[src/rtl/icache_refill.sv]
// Instruction-cache line refill engine.
// On a miss request, issues one AXI INCR read burst for the whole line,
// assembles the returned beats into a line buffer, and pulses rvalid
// for one cycle once the beat carrying rlast has been stored.
module icache_refill #(
    parameter int         LINE_WORDS = 8,
    parameter logic [3:0] AXI_ID     = 4'd0
) (
    input  logic                     clk,
    input  logic                     rst_n,

    // cache side
    input  logic                     req,
    input  logic [31:0]              addr,
    output logic                     rvalid,
    output logic [LINE_WORDS*32-1:0] rdata,
    output logic                     err,
    output logic                     busy,

    // AXI read-address channel
    output logic [3:0]               arid,
    output logic [31:0]              araddr,
    output logic [7:0]               arlen,
    output logic [2:0]               arsize,
    output logic [1:0]               arburst,
    output logic                     arvalid,
    input  logic                     arready,

    // AXI read-data channel
    input  logic [3:0]               rid,
    input  logic [31:0]              rdata_axi,
    input  logic [1:0]               rresp,
    input  logic                     rlast,
    input  logic                     rvalid_axi,
    output logic                     rready
);

    localparam int BEAT_W = $clog2(LINE_WORDS);
    localparam int OFF_W  = BEAT_W + 2;
    // Clears the byte offset within a line.
    localparam logic [31:0] ALIGN_MASK = ~(32'(LINE_WORDS * 4) - 32'd1);

    typedef enum logic [1:0] {
        IDLE = 2'd0,
        ADDR = 2'd1,
        DATA = 2'd2,
        DONE = 2'd3
    } state_t;

    state_t              state_reg;
    state_t              state_next;
    logic [31:0]         addr_reg;
    logic [BEAT_W-1:0]   beat_reg;
    logic                err_reg;
    logic [31:0]         line_reg [LINE_WORDS];

    logic                start;
    logic                beat_accept;
    logic                beat_own;

    // A new refill is only ever sampled in IDLE; anything on req/addr
    // while busy is ignored.
    assign start       = (state_reg == IDLE) && req;
    // Every beat presented during DATA is acknowledged; only beats with
    // our ID touch the line, the counter or the error flag.
    assign beat_accept = (state_reg == DATA) && rvalid_axi;
    assign beat_own    = beat_accept && (rid == AXI_ID);

    // State register.
    always_ff @(posedge clk or negedge rst_n) begin
        if (!rst_n) begin
            state_reg <= IDLE;
        end else begin
            state_reg <= state_next;
        end
    end

    // Next-state logic; completion is keyed on rlast of an own-ID beat,
    // never on the beat counter.
    always_comb begin
        state_next = state_reg;
        case (state_reg)
            IDLE: if (req)               state_next = ADDR;
            ADDR: if (arready)           state_next = DATA;
            DATA: if (beat_own && rlast) state_next = DONE;
            DONE:                        state_next = IDLE;
            default:                     state_next = IDLE;
        endcase
    end

    // Request address, beat counter and sticky error for the current line.
    always_ff @(posedge clk or negedge rst_n) begin
        if (!rst_n) begin
            addr_reg <= 32'd0;
            beat_reg <= '0;
            err_reg  <= 1'b0;
        end else if (start) begin
            addr_reg <= addr & ALIGN_MASK;
            beat_reg <= '0;
            err_reg  <= 1'b0;
        end else if (beat_own) begin
            // A burst longer than the line wraps and overwrites word 0.
            beat_reg <= beat_reg + BEAT_W'(1);
            err_reg  <= err_reg | (rresp != 2'b00);
        end
    end

    // Line buffer: one register per word, written when the counter
    // points at it. Contents persist from DONE until overwritten by the
    // next refill's beats.
    generate
        for (genvar gi = 0; gi < LINE_WORDS; gi++) begin : g_word
            // Capture the beat addressed to this word.
            always_ff @(posedge clk or negedge rst_n) begin
                if (!rst_n) begin
                    line_reg[gi] <= 32'd0;
                end else if (beat_own && (beat_reg == BEAT_W'(gi))) begin
                    line_reg[gi] <= rdata_axi;
                end
            end
            assign rdata[gi*32 +: 32] = line_reg[gi];
        end
    endgenerate

    // AXI request fields are constant apart from the address, which is
    // held in addr_reg for the whole refill so it stays stable under
    // arready backpressure.
    assign arid    = AXI_ID;
    assign araddr  = addr_reg;
    assign arlen   = 8'(LINE_WORDS - 1);
    assign arsize  = 3'b010;
    assign arburst = 2'b01;
    assign arvalid = (state_reg == ADDR);
    assign rready  = (state_reg == DATA);

    assign rvalid  = (state_reg == DONE);
    assign err     = err_reg;
    assign busy    = (state_reg != IDLE);

    // Address bits below the line offset are intentionally dropped.
    localparam int UNUSED_OFF = OFF_W;

endmodule

[config.mk]
export PLATFORM = sky130hd
export DESIGN_NAME = icache_refill
export DESIGN_NICKNAME = d
export VERILOG_FILES = /design/src/rtl/icache_refill.sv
export SDC_FILE = /design/constraint.sdc
export NUM_CORES = 1
export LEC_CHECK = 0
export ABC_AREA = 1
export BUFFER_PORTS_ARGS = -buffer_cell sky130_fd_sc_hd__buf_4
export CORE_UTILIZATION = 44
export CTS_CLUSTER_DIAMETER = 120
export DETAILED_ROUTE_END_ITERATION = 12
export PLACE_DENSITY = 0.71
export REMOVE_ABC_BUFFERS = 1
export SLEW_MARGIN = 25
export SYNTH_ARGS = -nofsm -noshare
export SYNTH_HDL_FRONTEND = slang
export SYNTH_SLANG_ARGS = --single-unit
[constraint.sdc]
create_clock -name clk -period 4.15 [get_ports clk]
set_input_delay 0.415 -clock clk [delete_from_list [all_inputs] [get_ports clk]]
set_output_delay 0.415 -clock clk [all_outputs]
set_load 0.005 [all_outputs]
[Word level (Yosys, flattened, before mapping)]
Cells that the tools add are included.
W data, S select, Z words.
Word-level totals
  bits of input ports: 76
  flip-flop bits (word level): 289
  output and inout bits: 310
Operators by class
  equality and inequality tests: 13
  $add $sub $neg: 1
  bitwise operators: 1
  multiplexer cells: 8
  reductions and logical operators: 19
Operators with widths (number)
  $eq A3 B3 Y1 const B: 4
  $logic_and A1 B1 Y1: 12
  $pmux W2 S4: 1
  $eq A3 B2 Y1 const B: 2
  $mux W2: 3
  $mux W3: 2
  $reduce_bool A2 Y1: 3
  $eq A2 B2 Y1 const B: 2
  $logic_not A4 Y1: 1
  $ne A2 B1 Y1 const B: 2
  $add A3 B1 Y3 const B: 1
  $eq A3 B1 Y1 const B: 1
  $logic_not A3 Y1: 1
  $reduce_and A3 Y1: 1
  $eq A2 B1 Y1 const B: 1
  $logic_not A2 Y1: 1
  $mux W1: 2
  $ne A2 B2 Y1 const B: 1
  $or A1 B1 Y1: 1

[Depth between registers and ports, before layout]
  word-level depth: 6
  depth in mapped cells: 9
  mapped depth without buffers: 9

[Least setup slack after synthesis]
No wires, ideal clock.
  path type: register to register
  start: register state_reg[0]
  end: register line_reg, in the netlist rdata[96]
  clock period less this slack: 1.862 ns
  data arrival time: 1.739 ns
  cell stages (with the launch flop): 10
  setup slack: 2.288 ns
  buffers on the path: 2
  data required time: 4.027 ns
  cells stage by stage: dfrtp_1 inv_1 ha_1 nand2_1 nor3_4 nand2_4 buf_2 clkbuf_1 o21ai_0 nand2_1
Between the ends
  word-level cells in the longest chain between the ends: 4
Ends and longest elaborated chain
  start, declared: RTL line 50  | state_t state_reg;
  start signal, assigned: RTL line 74  | state_reg <= state_next;
  $eq A2 B2 Y1
  via rready: RTL line 35  | output logic rready
  $logic_and A1 B1 Y1: RTL line 66  | assign beat_accept = (state_reg == DATA) && rvalid_axi;
  $logic_and A1 B1 Y1: RTL line 67  | assign beat_own = beat_accept && (rid == AXI_ID);
  $logic_and A1 B1 Y1: RTL line 117  | end else if (beat_own && (beat_reg == BEAT_W'(gi))) begin
  end signal, assigned by index: RTL line 118  | line_reg[gi] <= rdata_axi;
  end, declared: RTL line 55  | logic [31:0] line_reg [LINE_WORDS];
The timed path passes the listed nets, and every way through them passes these cells.
A chain may end at the register's enable or synchronous reset.

[Final worst setup path]
  start: register state_reg[0]
  end: register line_reg, in the netlist rdata[154]
Between the ends
  word-level cells in the longest chain between the ends: 4
Ends and longest elaborated chain (RTL line)
  $eq A2 B2 Y1: 66
  $logic_and A1 B1 Y1: 66
  $logic_and A1 B1 Y1: 67
  $logic_and A1 B1 Y1: 117
Every way passes these cells.

==> reports/metrics.yaml <==
syn_area_per_cell_um2: 9.368
grt_overflow: 0
dieWidth_um: 161.8
drive_above_1_share: 0.2777
first_pass_iters: 5
synthTopCellsByCount: "nand2_1 (483), dfrtp_1 (289), o21ai_0 (257)"
synthArstFlopShare: 1.000
setup_viol: 0
min_period_ps: 2994
slew_headroom: 0.3399
worst_pin_slew_ps: 987.8
cts-buffers-inserted: 29
syn_area_um2: 11240
place_congestion: 0.8317
p_sw_frac: 0.2803
p_int_mw: 5.374
diodes: 0
start_util: 0.4477
ant_nets: 0
cp.arrival_ps: 3460
drt-initial-drc-count: 637
grt_setup_unrepaired: "no"
powerDensity_nw_per_um2: 495.5
antenna_found_initial: 0
final_area_um2: 15070
fin_setup_tns_ps: 0
yosysSeqAreaShare: 0.6433
hold_path_class: "input port to register"
p_seq_frac: 0.465
cts-root-buf: "clkbuf_16"
worst-r2r-setup-slack_ps: 1160
pwr-share-comb: 0.211
place_area_um2: 14160
routed-via-count: 9516
dieHeight_um: 161.8
holdBufCountCts: 0
synthTopCellsByArea: "dfrtp_1 (64%), nand2_1 (16%), o21ai_0 (11%), clkbuf_1 (1.8%), inv_1 (1.5%)"
ys_warn_count: 0
cts.sinks: 289
multiInputGateArea_um2: 3505
synth_edf_count: 0
worstSetupPathType: "register to register"
cp.required_ps: 4610
wl_um: 33970
end_kind: "register"
status: "completed"
hpwl_um: 22480
netlist.area_leader.share: 0.6433
finalCritPeriodShare: 0.7213
drt-wirelength-per-cell_um: 17.98
vias_per_cell: 5.038
hold_viol_final: 0
synth.most_common_cell: "nand2_1"
ys_types: 21
grt_pass1_vias: 9246
insertion_delay_ps: 530
clockBufferDepth: 3
cts_resized: 0
leakage_nw: 8.520
crit_fanout: 71
reg2reg_depth: 9
fin_skew_ps: 8.308
critPathLaunchType: "register"
cts_setup_buffers: 0
cts_tree: "built"
ir_drop_v: 0.0003299
grt_max_degree: 134
core_area_um2: 25110
p_switching_mw: 2.092
area.sequential_um2: 7232
ys_seq_elements: 289
max_freq_mhz: 334.1
grt_use_total: 0.2575
nNetsFinal: 1627
fp.dieArea_um2: 26190
clock_power_share: 0.324
slew_viol_final: 0
largest_register_ffs: 256
ios: 386
drc: 0
fill_cells: 2224
syn_inst: 1200
hold_depth: 3
path_clk_slew_ps: 60
max_cap_violations: 0
grt_pass1_wl_um: 52350
areaGrowthSynthToFinish_pct: 34.03
io_buffers: 358
rows: 58
synth_top_area_cell: "dfrtp_1"
htree_num_levels: 1
synth-main-ff-cell: "dfrtp_1"
## cells by family after synthesis
group	synth area share
buffers and inverters	0.05387
flip-flops	0.6433
adder cells (fa/ha/maj)	0.01113
other	0.0006680
AO/OA/AOI/OAI	0.1161
AND/OR/NAND/NOR	0.1750
## critical path, stage by stage, from the launching register on
cell	delay, ps
dfrtp_1	420
inv_1	100
ha_1	220
nand2_1	120
nor3_4	370
nand2_4	180
buf_4	350
nor2_4	840
nand2_1	130
nand2_1	110
## final timing paths
path,startpoint,to
max reg2reg,state_reg[0],rdata[154]
min,addr[7],araddr[7]
max in group asynchronous,rst_n,rdata[29]
max,state_reg[0],rdata[154]
min in group asynchronous,rst_n,rdata[158]
min reg2reg,rdata[19],rdata[19]
## power groups by stage
stage | Combinational, mW | Sequential, mW | Clock [mW]
after floorplan | 0.537 | 3.51 | 0
after global placement | 1.54 | 3.50 | 0
after detailed placement | 1.59 | 3.51 | 0
after CTS | 1.59 | 3.47 | 2.46
after global routing | 1.76 | 3.52 | 2.58
final | 1.57 | 3.47 | 2.42
## stage by stage
| stage | worst slack [ps] | std cells | util | hold WS [ps] | power [mW] |
|---|---|---|---|---|---|
| CTS | 1177 | 1887 | 0.5986 | 55.36 | 7.521 |
| floorplan | 1580 | 1130 | - | 119.4 | 4.050 |
| global placement | 1266 | 1838 | 0.5641 | 464.5 | 5.045 |
| finish | 1156 | 1889 | 0.6001 | 68.88 | 7.466 |
| global route | 949.9 | 1889 | 0.6001 | 57.54 | 7.858 |
| detailed placement | 1211 | 1838 | 0.5641 | 467.7 | 5.095 |
## cells in the final DEF (no fill, tap or decap)
| cell | n |
|---|---|
| nand3b_2 | 4 |
| buf_8 | 1 |
| dlygate4sd3_1 | 1 |
| nand2_4 | 1 |
| clkbuf_16 | 29 |
| inv_1 | 45 |
| o211ai_1 | 1 |
| buf_16 | 1 |
| or2_2 | 1 |
| ha_1 | 10 |
| clkbuf_1 | 9 |
| a21oi_1 | 1 |
| nor2_2 | 1 |
| clkinv_2 | 5 |
| nand4_1 | 1 |
| buf_4 | 377 |
| o22ai_1 | 1 |
| clkbuf_8 | 6 |
| nand2_2 | 2 |
| o21ai_0 | 257 |
| nand2_1 | 481 |
| nor2_1 | 2 |
| dfrtp_1 | 289 |
| nand3_1 | 6 |
| nor3_4 | 1 |
| nor2_4 | 4 |
| conb_1 | 22 |
## routing by layer
| metal | track usage | part of all wire | vias up | routed length [um] |
|---|---|---|---|---|
| li1 | - | - | 4452 | - |
| met1 | 0.3366 | 0.41 | 4612 | 13970 |
| met2 | 0.4276 | 0.48 | 387 | 16210 |
| met3 | 0.05439 | 0.082 | 65 | 2786 |
| met4 | 0.08448 | 0.030 | 0 | 1006 |
| met5 | 0 | 0 | - | 0 |
## area by class of cell
cell class                 count  area share
sequential                   289      0.4799
multi-input combinational    796      0.2326
timing repair buffer         380      0.1913
clock buffer                  44     0.05588
tap                          330     0.02740
inverter                      45     0.01121
clock inverter                 5    0.001661
(Power assumes the default switching activity.)
